**config.mk**
```make
export PLATFORM = sky130hd
export DESIGN_NAME = regs_system_seq
export DESIGN_NICKNAME = d
export VERILOG_FILES = /design/src/rtl/regs_system_seq.sv
export SDC_FILE = /design/constraint.sdc
export NUM_CORES = 1
export LEC_CHECK = 0
export BUFFER_PORTS_ARGS = -buffer_cell sky130_fd_sc_hd__buf_2
export CORE_MARGIN = 4
export CORE_UTILIZATION = 60
export DETAILED_ROUTE_END_ITERATION = 10
export MAX_ROUTING_LAYER = met4
export PLACE_DENSITY = 0.95
export SLEW_MARGIN = 20
export SYNTH_ARGS = -nofsm -noshare
export SYNTH_HDL_FRONTEND = slang
export SYNTH_SLANG_ARGS = --single-unit
```
**constraint.sdc**
```tcl
create_clock -name clk -period 3.2 [get_ports clk]
set_input_delay 0.16 -clock clk [delete_from_list [all_inputs] [get_ports clk]]
set_output_delay 0.16 -clock clk [all_outputs]
set_load 0.01 [all_outputs]
```
**src/rtl/regs_system_seq.sv**
```systemverilog
// System configuration register fan-out with break-before-make switch sequencing,
// atomic config update, and a one-deep queue for commits arriving while busy.
module regs_system_seq #(
    parameter int unsigned      NUM_SW        = 24,
    parameter int unsigned      CFG_W         = 35,
    parameter logic [CFG_W-1:0] CFG_RESET     = '0,
    parameter int unsigned      DEAD_CYCLES   = 4,
    parameter int unsigned      SETTLE_CYCLES = 8
) (
    input  logic              clk,
    input  logic              rst,
    input  logic [NUM_SW-1:0] bus_sw,
    input  logic [CFG_W-1:0]  bus_cfg,
    input  logic              bus_commit,
    input  logic              bus_seq_en,
    output logic              bus_busy,
    output logic              bus_pending,
    output logic              bus_done,
    output logic [NUM_SW-1:0] bus_sw_rb,
    input  logic              mgmt_select,
    output logic              bus_mgmt_select,
    output logic [NUM_SW-1:0] sw_out,
    output logic [CFG_W-1:0]  cfg_out
);

    typedef enum logic [1:0] {IDLE, DEAD, SETTLE} state_t;

    localparam logic [7:0] DEAD_LD   = 8'(DEAD_CYCLES);
    localparam logic [7:0] SETTLE_LD = 8'(SETTLE_CYCLES);

    state_t            state, state_next;
    logic [7:0]        cnt_q, cnt_d;
    logic [NUM_SW-1:0] sw_q, sw_d, tgt_sw_q, tgt_sw_d, pend_sw_q, pend_sw_d;
    logic [CFG_W-1:0]  cfg_q, cfg_d, tgt_cfg_q, tgt_cfg_d, pend_cfg_q, pend_cfg_d;
    logic              pend_q, pend_d, done_q, done_d, busy_q, mgmt_q;

    logic              start, cnt_last;
    logic [NUM_SW-1:0] src_sw;
    logic [CFG_W-1:0]  src_cfg;

    // A fresh commit takes priority over the queued one.
    assign start    = bus_commit | pend_q;
    assign src_sw   = bus_commit ? bus_sw  : pend_sw_q;
    assign src_cfg  = bus_commit ? bus_cfg : pend_cfg_q;
    assign cnt_last = (cnt_q == 8'd1);

    always_ff @(posedge clk) begin
        if (rst) state <= IDLE;
        else     state <= state_next;
    end

    always_comb begin
        state_next = state;
        case (state)
            IDLE:    if (start && bus_seq_en) state_next = DEAD;
            DEAD:    if (cnt_last) state_next = (SETTLE_CYCLES == 0) ? IDLE : SETTLE;
            SETTLE:  if (cnt_last) state_next = IDLE;
            default: state_next = IDLE;
        endcase
    end

    always_comb begin
        cnt_d      = cnt_q;
        sw_d       = sw_q;
        cfg_d      = cfg_q;
        tgt_sw_d   = tgt_sw_q;
        tgt_cfg_d  = tgt_cfg_q;
        pend_d     = pend_q;
        pend_sw_d  = pend_sw_q;
        pend_cfg_d = pend_cfg_q;
        done_d     = 1'b0;
        if (state == IDLE) begin
            if (start) begin
                pend_d = 1'b0;
                if (bus_seq_en) begin
                    tgt_sw_d  = src_sw;
                    tgt_cfg_d = src_cfg;
                    sw_d      = sw_q & src_sw;
                    cnt_d     = DEAD_LD;
                end else begin
                    sw_d   = src_sw;
                    cfg_d  = src_cfg;
                    done_d = 1'b1;
                end
            end
        end else if (bus_commit) begin
            pend_d     = 1'b1;
            pend_sw_d  = bus_sw;
            pend_cfg_d = bus_cfg;
        end
        case (state)
            DEAD: begin
                cnt_d = cnt_q - 8'd1;
                if (cnt_last) begin
                    sw_d  = tgt_sw_q;
                    cfg_d = tgt_cfg_q;
                    if (SETTLE_CYCLES == 0) done_d = 1'b1;
                    else                    cnt_d  = SETTLE_LD;
                end
            end
            SETTLE: begin
                cnt_d = cnt_q - 8'd1;
                if (cnt_last) done_d = 1'b1;
            end
            default: ;
        endcase
    end

    always_ff @(posedge clk) begin
        if (rst) begin
            cnt_q      <= '0;
            sw_q       <= '0;
            cfg_q      <= CFG_RESET;
            tgt_sw_q   <= '0;
            tgt_cfg_q  <= '0;
            pend_q     <= 1'b0;
            pend_sw_q  <= '0;
            pend_cfg_q <= '0;
            done_q     <= 1'b0;
            busy_q     <= 1'b0;
            mgmt_q     <= 1'b0;
        end else begin
            cnt_q      <= cnt_d;
            sw_q       <= sw_d;
            cfg_q      <= cfg_d;
            tgt_sw_q   <= tgt_sw_d;
            tgt_cfg_q  <= tgt_cfg_d;
            pend_q     <= pend_d;
            pend_sw_q  <= pend_sw_d;
            pend_cfg_q <= pend_cfg_d;
            done_q     <= done_d;
            busy_q     <= (state_next != IDLE);
            mgmt_q     <= mgmt_select;
        end
    end

    assign sw_out          = sw_q;
    assign bus_sw_rb       = sw_q;
    assign cfg_out         = cfg_q;
    assign bus_busy        = busy_q;
    assign bus_pending     = pend_q;
    assign bus_done        = done_q;
    assign bus_mgmt_select = mgmt_q;

endmodule

```
==> run summary, run 1 <==
Distinct cells, synth: 47
Fill count: 956
Final worst-path cycle share: 74.07%
Num CTS Buffers: 17
Sequential share of the synthesized area: 46.54%
Clk_skew: 11.38 ps
Internal cell power: 0.004000 W
CTS tree: done
RSZ-0062 raised after global routing: false
Chip width: 125.0 um
Sw Share: 26.21%
Clock sink total: 191
First-pass GRT wire length: 35530 um
Post-Syn Nets: 1046
WHS Endpoint: pend_sw_q[20]
DRT antenna net count: 0
FF-to-FF Start: state[0]
Worst R2R End: tgt_cfg_q[9]
Post-CTS Hold Buffers: 23
Pwr/cell area: 566.0 nW/um^2
Hold Path Class: primary input to register
Rel. slew slack: 29.05%
Synth top area cells: dfxtp_1 47%, a21oi_1 7.6%, mux2i_1 7.2%
Synth top area share: 46.54%
CTS resizes: 0
Nets@finish: 1148
Total grt overflow: 0
Clock period minus final worst setup slack: 2370 ps
Clock latency at the later pin of the worst-skew pair: 430 ps
Combinational Power Share: 13.4%
Inst Count DP: 1212
Root buf cell: clkbuf_16
Critical Path RT: 3530 ps
Gr usage total: 27.99%
Reg2reg path depth: 7
Share of cells above drive strength 1: 19.71%
Setup CP Type: register to register
Synth warn: 0
Post-CTS Setup Bufs: 0
Sw Pwr: 0.001421 W
Max Slew Vio Count: 0
# IOs: 151
Clock power frac: 38.8%
Final setup violation count: 0
Initial antenna violation count: 0
Drt drc: 0
Row count: 42
Final number of hold-violating endpoints: 0
Largest area contributor in the netlist: dfxtp_1
CP max stage delay: 530 ps
Max Clk Rate: 0.4219 GHz
Worst path top cell family by delay: simple AND/OR/NAND/NOR gates
Critical path's slowest cell: and2_4
DPL Wire Length: 12690 um
Leak: 3.880 nW
Area Growth Syn to Fin: 16.57%
Post-Syn Instances: 976
Hold Path Origin: bus_sw[20]
Critical Path Source Type: register
Critical Path Sink Type: register
R2r setup slk: 830 ps
Synthesized flop and latch total: 191
Hold Crit Depth: 3
Fraction of registers with async set/reset: 0%
Non-filler cells, final: 1267
Die area: 15630 sq um
Number of DRC markers in iteration 0: 873
DRT Pass-1 Iters: 5
Critical path arrival: 2700 ps
Number of enable flip-flop cells after synthesis: 0
Slew @ Worst Pin: 1059 ps
VDD IR-drop max: 0.3907 mV
Syn avg cell area: 8.419 sq um
CTS Buffer Depth: 2
PortBufs: 150
CP cell instances: inv_1 -> ha_2 -> o21a_2 -> and2_4 -> buf_4 -> nor2_1 -> a211oi_1
Pin count of the biggest net entering global routing: 70
CP max FO: 57
Total Wirelength: 21840 um
Sequential Power Share: 47.7%
Status: finished clean
Clock-pin slew on the worst setup and hold paths: 70 ps
Mapped cell area: 8217 sq um
Pwr Total: 0.005421 W
Vias in the first global route: 7393
Vias: 7672
Setup TNS: 0 ps
ANT cells: 0
Chip height: 125.0 um
WP buf/inv: 2
Avg Vias per Cell: 6.055
Initial Util: 61.56%
Wire length per cell: 17.24 um
Placer Congestion: 0.8618
Core area: 13350 sq um
Max-cap check violation count: 0
Most used DFF post-synth: dfxtp_1
CTS H-Tree Depth: 4
[layout by cell type (no fill, tap or decap), drive strengths merged, types with 2 or more instances in the layout]
master | netlist | layout
dfxtp | 191 | 191
buf | 73 | 168
nor2 | 137 | 137
nand2 | 137 | 137
a21oi | 125 | 125
a211oi | 60 | 60
mux2i | 59 | 59
nor3 | 39 | 39
o22ai | 35 | 35
o211ai | 26 | 26
dlygate4sd3 | 0 | 23
clkbuf | 35 | 23
nand2b | 8 | 8
inv | 5 | 6
ha | 6 | 6
a2bb2oi | 5 | 5
nand3 | 5 | 5
clkinv | 0 | 4
o21ai | 4 | 4
o41ai | 3 | 3
o31ai | 2 | 2
nor4 | 2 | 2
clkinvlp | 0 | 2
bufinv | 0 | 2
nor2b | 2 | 2
or4 | 2 | 2
or2 | 2 | 2
o221a | 2 | 2
[Yosys cell counts, types with 2 or more instances]
cell type / count
nor3_1: 37
nor4_1: 2
o31ai_1: 2
nand2b_1: 8
a2bb2oi_1: 5
o22ai_1: 35
nand2_1: 135
o211ai_1: 26
buf_1: 9
inv_1: 5
nor2_1: 136
buf_4: 32
dfxtp_1: 191
clkbuf_1: 35
nand3_1: 4
ha_1: 6
nor2b_1: 2
o41ai_1: 3
a21oi_1: 125
a211oi_1: 60
o21ai_0: 3
buf_2: 31
nand2_2: 2
mux2i_1: 59
[metrics by stage]
step           util [%]  cell area, sq um  hold slack (ps)  worst slack [ps]
2_1_floorplan         -              8217            288.2              1299
3_3_place_gp      65.65              8763            368.6              1112
3_5_place_dp      65.65              8763            378.0             972.8
4_1_cts           71.76              9578            24.38             848.3
5_1_grt           71.76              9578            53.50             687.3
6_report          71.76              9578            35.86             829.9
[kinds of logic (layout without fill, tap and decap cells)]
kind of cell             Yosys count  after routing  share of synthesized area, %
buffers and inverters            113            228                         7.187
AND/OR/NAND/NOR                  338            338                         17.41
flip-flops                       191            191                         46.54
AO/OA/AOI/OAI                    269            269                         20.77
adder cells (fa/ha/maj)            6              6                        0.9136
multiplexers                      59             59                         7.187
[sequential cells by signal, indices dropped and copies added (netlist names)]
register / flops
cfg_out: 35
bus_sw_rb: 24
cnt_q: 8
state: 2
tgt_cfg_q: 35
tgt_sw_q: 24
bus_pending: 1
pend_cfg_q: 35
pend_sw_q: 24
bus_mgmt_select: 1
bus_done: 1
bus_busy: 1
[power groups by stage]
stage / Clock, W / Sequential (W) / Combinational, W
after floorplan: 0 / 0.00263 / 0.000498
after CTS: 0.00212 / 0.00258 / 0.000719
final: 0.00211 / 0.00259 / 0.000729
after detailed placement: 0 / 0.00263 / 0.000688
after global placement: 0 / 0.00263 / 0.000667
after global routing: 0.00223 / 0.00260 / 0.000797
[worst max-delay path by stage]
| stage | startpoint | endpoint | slack [ps] | cells past startpoint |
|---|---|---|---|---|
| 4_1_cts | state[1] | tgt_cfg_q[9] | 850 | 7 |
| 5_1_grt | state[1] | tgt_sw_q[6] | 690 | 7 |
| 3_5_place_dp | state[1] | tgt_cfg_q[34] | 970 | 7 |
| 6_report | state[0] | tgt_cfg_q[9] | 830 | 7 |
| 2_1_floorplan | state[1] | cnt_q[2] | 1300 | 7 |
| 3_3_place_gp | state[1] | tgt_cfg_q[13] | 1110 | 7 |
[routing by layer]
layer,global-route usage [%],vias to the layer above,part of all wire [%]
li1,-,3605,-
met1,34.24,3572,40
met2,45.27,428,48
met3,5.714,67,8.6
met4,11.73,0,2.6
met5,-,-,0
[worst min-delay path: cells and delay by family]
kind | cells | cell delay [ps]
AND/OR/NAND/NOR | 1 | 60
AO/OA/AOI/OAI | 1 | 70
buffers and inverters | 1 | 120
[final cells by class]
class | instances | area, sq um | area share (%)
clock buffers | 23 | 478.0 | 4.990
clock inverters | 9 | 106.4 | 1.110
inverters | 5 | 18.77 | 0.1960
multi-input cells | 672 | 3810 | 39.78
flip-flops and latches | 191 | 3824 | 39.92
well taps | 176 | 220.2 | 2.299
repair buffers | 191 | 1121 | 11.70
Note: power is estimated with default switching activity, not from simulation.
==> run 2, diff against run 1 <==
--- a/config.mk
+++ b/config.mk
@@ -7,10 +7,10 @@
 export LEC_CHECK = 0
 export BUFFER_PORTS_ARGS = -buffer_cell sky130_fd_sc_hd__buf_2
 export CORE_MARGIN = 4
-export CORE_UTILIZATION = 60
+export CORE_UTILIZATION = 56
 export DETAILED_ROUTE_END_ITERATION = 10
 export MAX_ROUTING_LAYER = met4
-export PLACE_DENSITY = 0.95
+export PLACE_DENSITY = 0.9
 export SLEW_MARGIN = 20
 export SYNTH_ARGS = -nofsm -noshare
 export SYNTH_HDL_FRONTEND = slang
==> constraint.sdc (replaced) <==
create_clock -name clk -period 2.2 [get_ports clk]
set_input_delay 0.11 -clock clk [delete_from_list [all_inputs] [get_ports clk]]
set_output_delay 0.11 -clock clk [all_outputs]
set_load 0.01 [all_outputs]
==> run 2 against run 1 <==
Non-clock buffer count increased by 4. First-iteration DRC count decreased by 14%. Utilization decreased by 4.4 points. Global-route usage decreased by 2.0 points. Sequential share of layout area decreased by 0.73 points. Power increased by 50%. Cell area increased by 1.9%. Routed wire length decreased by 3.2%. Maximum frequency increased by 21%. Worst hold slack improved by 53 ps. Flip-flop and latch count unchanged. Largest cell class unchanged.
==> run summary, run 2 (synthesis gave the netlist of run 1 again) <==
Status: finished clean
Pwr/cell area: 832.1 nW/um^2
Total Wirelength: 21140 um
# IOs: 151
Most common cell after layout, fill and taps aside: dfxtp_1
Leak: 3.950 nW
PortBufs: 150
Fill count: 1094
Chip width: 129.1 um
Hold Path Class: primary input to register
R2r setup slk: 240 ps
CTS tree: done
Post-CTS Setup Bufs: 0
Hold Path Origin: bus_cfg[26]
CTS Buffer Depth: 2
Final Cell Area: 9756 sq um
CP max stage delay: 460 ps
Setup TNS: 0 ps
Clock sink total: 191
Worst path top cell family by delay: compound AO/OA/AOI/OAI gates
Die area: 16670 sq um
Share of cells above drive strength 1: 20.00%
FF-to-FF Start: state[0]
Sw Share: 25.60%
Post-CTS Hold Buffers: 25
Num CTS Buffers: 17
CTS H-Tree Depth: 4
CP max FO: 7
Clock power frac: 40.6%
First-pass GRT wire length: 33890 um
Avg Vias per Cell: 5.860
Clock latency at the later pin of the worst-skew pair: 430 ps
Core area: 14480 sq um
Initial antenna violation count: 0
Total grt overflow: 0
Placer Congestion: 0.8824
Number of DRC markers in iteration 0: 748
Critical Path Sink Type: register
WP buf/inv: 1
Slew @ Worst Pin: 644.2 ps
CP cell instances: inv_1 -> ha_1 -> or4_1 -> o211ai_1 -> a211oi_1 -> a311o_1
VDD IR-drop max: 0.5570 mV
RSZ-0062 raised after global routing: false
Final setup violation count: 0
Sw Pwr: 0.002078 W
Max Clk Rate: 0.5096 GHz
Setup crit start: state[0]
Final worst-path cycle share: 89.19%
Final number of hold-violating endpoints: 0
Clk_skew: 7.456 ps
Clock-pin slew on the worst setup and hold paths: 70 ps
DRT Pass-1 Iters: 5
Pin count of the biggest net entering global routing: 81
Area Growth Syn to Fin: 18.73%
Critical Path RT: 2520 ps
Critical path arrival: 2280 ps
Most frequent cells in the layout: 191 x dfxtp_1, 148 x buf_2, 136 x nor2_1
Rel. slew slack: 56.95%
Wire length per cell: 16.53 um
Drt drc: 0
Gr usage total: 25.96%
Clock period minus final worst setup slack: 1962 ps
CTS resizes: 0
Inst Count DP: 1222
ANT cells: 0
Internal cell power: 0.006040 W
Setup CP Type: register to register
Sequential Power Share: 46.3%
Root buf cell: clkbuf_16
Initial Util: 56.75%
Post-DP Area: 8859 sq um
DPL Wire Length: 12560 um
Chip height: 129.1 um
Combinational Power Share: 13.1%
Max-cap check violation count: 0
Nets@finish: 1152
Vias: 7495
Vias in the first global route: 6942
Non-filler cells, final: 1279
Critical path's slowest cell: or4_1
Critical Path Source Type: register
Max Slew Vio Count: 0
Row count: 44
DRT antenna net count: 0
[run 2: changes by cell type in the layout (fill, tap and decap cells not counted), moves of 2 or more]
cell	before	now
buf_4	20	17
dlygate4sd3_1	23	25
buf_12	0	5
bufinv_16	2	4
clkinv_4	0	2
clkbuf_1	3	1
[run 2: final cells by class]
type	instances	area, sq um	area share, %
Multi-Input combinational cell	672	3822	39.18
Inverter	5	18.77	0.1924
Timing Repair Buffer	195	1219	12.49
Clock inverter	12	185.2	1.898
Clock buffer	20	456.7	4.681
Sequential cell	191	3824	39.19
Tap cell	184	230.2	2.360
[run 2: final timing paths]
check                                      to  depth (start not counted)
worst max-delay path                 cnt_q[2]                          6
worst min-delay path            tgt_cfg_q[26]                          3
worst max register to register       cnt_q[2]                          6
worst min register to register  bus_sw_rb[16]                          2
[run 2: worst register-to-register path: cells and delay by family, from the launching register on]
| family | cells | cell delay, ps |
|---|---|---|
| compound gates | 3 | 560 |
| fa+ha+maj | 1 | 310 |
| buf+inv | 1 | 100 |
| flops | 1 | 420 |
| simple gates | 1 | 460 |
[run 2: power by group through the flow]
stage               logic (W)  registers, W  clock network, W
global route          0.00117       0.00378           0.00347
global placement     0.000982       0.00382                 0
floorplan            0.000725       0.00383                 0
finish                0.00106       0.00376           0.00329
CTS                   0.00105       0.00376           0.00332
detailed placement    0.00101       0.00383                 0
[run 2: through the flow]
step / hold WS [ps] / util, % / total power (W) / worst slack (ps)
finish: 89.08 / 67.38 / 0.008118 / 237.8
global route: 99.47 / 67.38 / 0.008428 / 103.4
CTS: 70.62 / 67.34 / 0.008134 / 127.5
detailed placement: 329.8 / 61.18 / 0.004841 / 146.6
global placement: 318.0 / 61.18 / 0.004807 / 264.6
floorplan: 238.2 / - / 0.004555 / 298.5
[run 2: layer usage]
layer,up-vias,GRT usage [%],routed length [um]
met5,-,-,0
met4,0,11.24,612
met3,54,5.606,1680
met2,352,42.01,10310
met1,3479,31.30,8537
li1,3610,-,-
==> run 3, diff against run 2 <==
--- a/config.mk
+++ b/config.mk
@@ -5,12 +5,12 @@
 export SDC_FILE = /design/constraint.sdc
 export NUM_CORES = 1
 export LEC_CHECK = 0
-export BUFFER_PORTS_ARGS = -buffer_cell sky130_fd_sc_hd__buf_2
+export BUFFER_PORTS_ARGS = -buffer_cell sky130_fd_sc_hd__clkbuf_2
 export CORE_MARGIN = 4
-export CORE_UTILIZATION = 56
+export CORE_UTILIZATION = 25
 export DETAILED_ROUTE_END_ITERATION = 10
 export MAX_ROUTING_LAYER = met4
-export PLACE_DENSITY = 0.9
+export PLACE_DENSITY = 0.52
 export SLEW_MARGIN = 20
 export SYNTH_ARGS = -nofsm -noshare
 export SYNTH_HDL_FRONTEND = slang
==> run 3 against run 2 <==
Cell area increased by 3.1%. Setup slack improved by 40 ps. Combinational power about the same. Routed wire length increased by 13%. Power decreased by 2.1%. Sequential power about the same. Count of clock-buffer cells in the layout decreased by 3. Cell count increased by 20%. Global-route usage decreased by 12 points.
==> run summary, run 3 (synthesis gave the netlist of run 1 again) <==
RSZ-0062 raised after global routing: false
Critical Path Sink Type: register
Combinational Power Share: 13.7%
WP buf/inv: 1
Core area: 32450 sq um
Multi-input logic area: 3817 sq um
DRT antenna net count: 0
Setup CP Type: register to register
Max-cap check violation count: 0
Status: finished clean
CP cell instances: inv_1 -> ha_1 -> or4_1 -> o211ai_1 -> a211oi_1 -> a311o_1
Clk_skew: 12.97 ps
Final number of hold-violating endpoints: 0
Clock sink total: 191
Reg2reg path depth: 6
CTS tree: done
Post-CTS Setup Bufs: 0
Vias in the first global route: 6661
First-pass GRT wire length: 37510 um
Leak: 3.895 nW
Slew @ Worst Pin: 551.4 ps
Vias: 7058
DPL Wire Length: 14680 um
Post-CTS Hold Buffers: 25
Drt drc: 0
Setup TNS: 0 ps
Most common cell after layout, fill and taps aside: dfxtp_1
Hold Path Origin: bus_cfg[7]
CTS H-Tree Depth: 4
Pin count of the biggest net entering global routing: 110
Final setup violation count: 0
Clock period minus final worst setup slack: 1922 ps
Nets@finish: 1154
DRT Pass-1 Iters: 5
Number of DRC markers in iteration 0: 334
Clock-pin slew on the worst setup and hold paths: 80 ps
Most frequent cells in the layout: 191 x dfxtp_1, 148 x clkbuf_2, 136 x nor2_1
DR WL met3: 1313 um
Chip width: 189.3 um
Top routing layer used: met4
CTS resizes: 0
CP max stage delay: 450 ps
Clock power frac: 39.0%
Pwr/cell area: 789.7 nW/um^2
Internal cell power: 0.005682 W
Placer Congestion: 0.7823
Fill count: 3439
WHS Endpoint: tgt_cfg_q[7]
Worst path top cell family by delay: compound AO/OA/AOI/OAI gates
Sw Pwr: 0.002262 W
Row count: 66
Area Growth Syn to Fin: 22.43%
Hold Crit Depth: 3
Avg Vias per Cell: 4.583
Critical path arrival: 2260 ps
Max Slew Vio Count: 0
Initial antenna violation count: 1
Critical Path RT: 2540 ps
Rel. slew slack: 63.24%
R2r setup slk: 280 ps
Met1 Routed Length: 11680 um
Total grt overflow: 0
Clock latency at the later pin of the worst-skew pair: 440 ps
CTS Buffer Depth: 2
Wire length per cell: 15.49 um
Post-DP Area: 9234 sq um
FF-to-FF Start: state[0]
Total Wirelength: 23860 um
Gr usage total: 13.47%
Initial Util: 25.32%
CP max FO: 7
Max Clk Rate: 0.5202 GHz
Critical Path Source Type: register
Hold Path Class: primary input to register
Worst R2R End: cnt_q[2]
Met2 wire length: 10540 um
Final Cell Area: 10060 sq um
Final worst-path cycle share: 87.37%
Num CTS Buffers: 17
Chip height: 189.3 um
Share of cells above drive strength 1: 20.24%
Root buf cell: clkbuf_16
VDD IR-drop max: 0.5882 mV
# IOs: 151
Sequential Power Share: 47.3%
PortBufs: 150
FF/Latch Area: 3824 sq um
Die area: 35830 sq um
Critical path's slowest cell: or4_1
Sw Share: 28.47%
## run 3: cell count changes in the layout (fill, tap and decap cells not counted), sizes merged
cell / previous run / this run
clkinvlp: 1 / 0
diode: 0 / 1
clkbuf: 20 / 165
inv: 6 / 15
clkinv: 6 / 4
buf: 170 / 24
bufinv: 4 / 1
## run 3: how the worst max path moves through the flow
stage                  start       end  cells past startpoint
global placement    cnt_q[0]  cnt_q[3]                      6
global route        state[1]  cnt_q[5]                      5
CTS                 cnt_q[0]  cnt_q[3]                      6
floorplan           state[1]  cnt_q[2]                      7
finish              state[0]  cnt_q[2]                      6
detailed placement  state[0]  cnt_q[2]                      6
## run 3: worst min-delay path, delay by kind of cell
kind	cells	cell delay, ps
buffers and inverters	1	80
AOI/OAI and AO/OA	1	200
muxes	1	100
## run 3: layout make-up
| class | count | area share [%] |
|---|---|---|
| sequential | 191 | 38.01 |
| tap | 442 | 5.498 |
| clock buffer | 17 | 4.229 |
| multi-input combinational | 672 | 37.95 |
| timing repair buffer | 197 | 12.64 |
| antenna | 1 | 0.02488 |
| inverter | 5 | 0.1866 |
| clock inverter | 15 | 1.468 |
## run 3: per-stage QoR
step | power (W) | cells | hold WS [ps] | worst slack, ps | utilization, %
2_1_floorplan | 0.004555 | 976 | 238.2 | 298.5 | -
4_1_cts | 0.008068 | 1539 | 61.57 | 271.2 | 30.99
3_5_place_dp | 0.004899 | 1482 | 324.8 | 281.0 | 28.45
3_3_place_gp | 0.004888 | 1482 | 319.3 | 302.1 | 28.45
5_1_grt | 0.008337 | 1540 | 92.11 | 63.35 | 31.00
6_report | 0.007944 | 1540 | 89.07 | 277.8 | 31.00
## run 3: per-layer routing
layer,GRT usage [%],vias up
li1,-,3614
met5,-,-
met2,20.36,191
met1,18.33,3236
met3,2.858,17
met4,3.784,0
## run 3: power by group through the flow
stage          sequential, W  combinational, W  clock, W
6_report             0.00376           0.00109   0.00310
5_1_grt              0.00378           0.00121   0.00334
4_1_cts              0.00376           0.00110   0.00321
3_5_place_dp         0.00384           0.00106         0
3_3_place_gp         0.00384           0.00105         0
2_1_floorplan        0.00383          0.000725         0
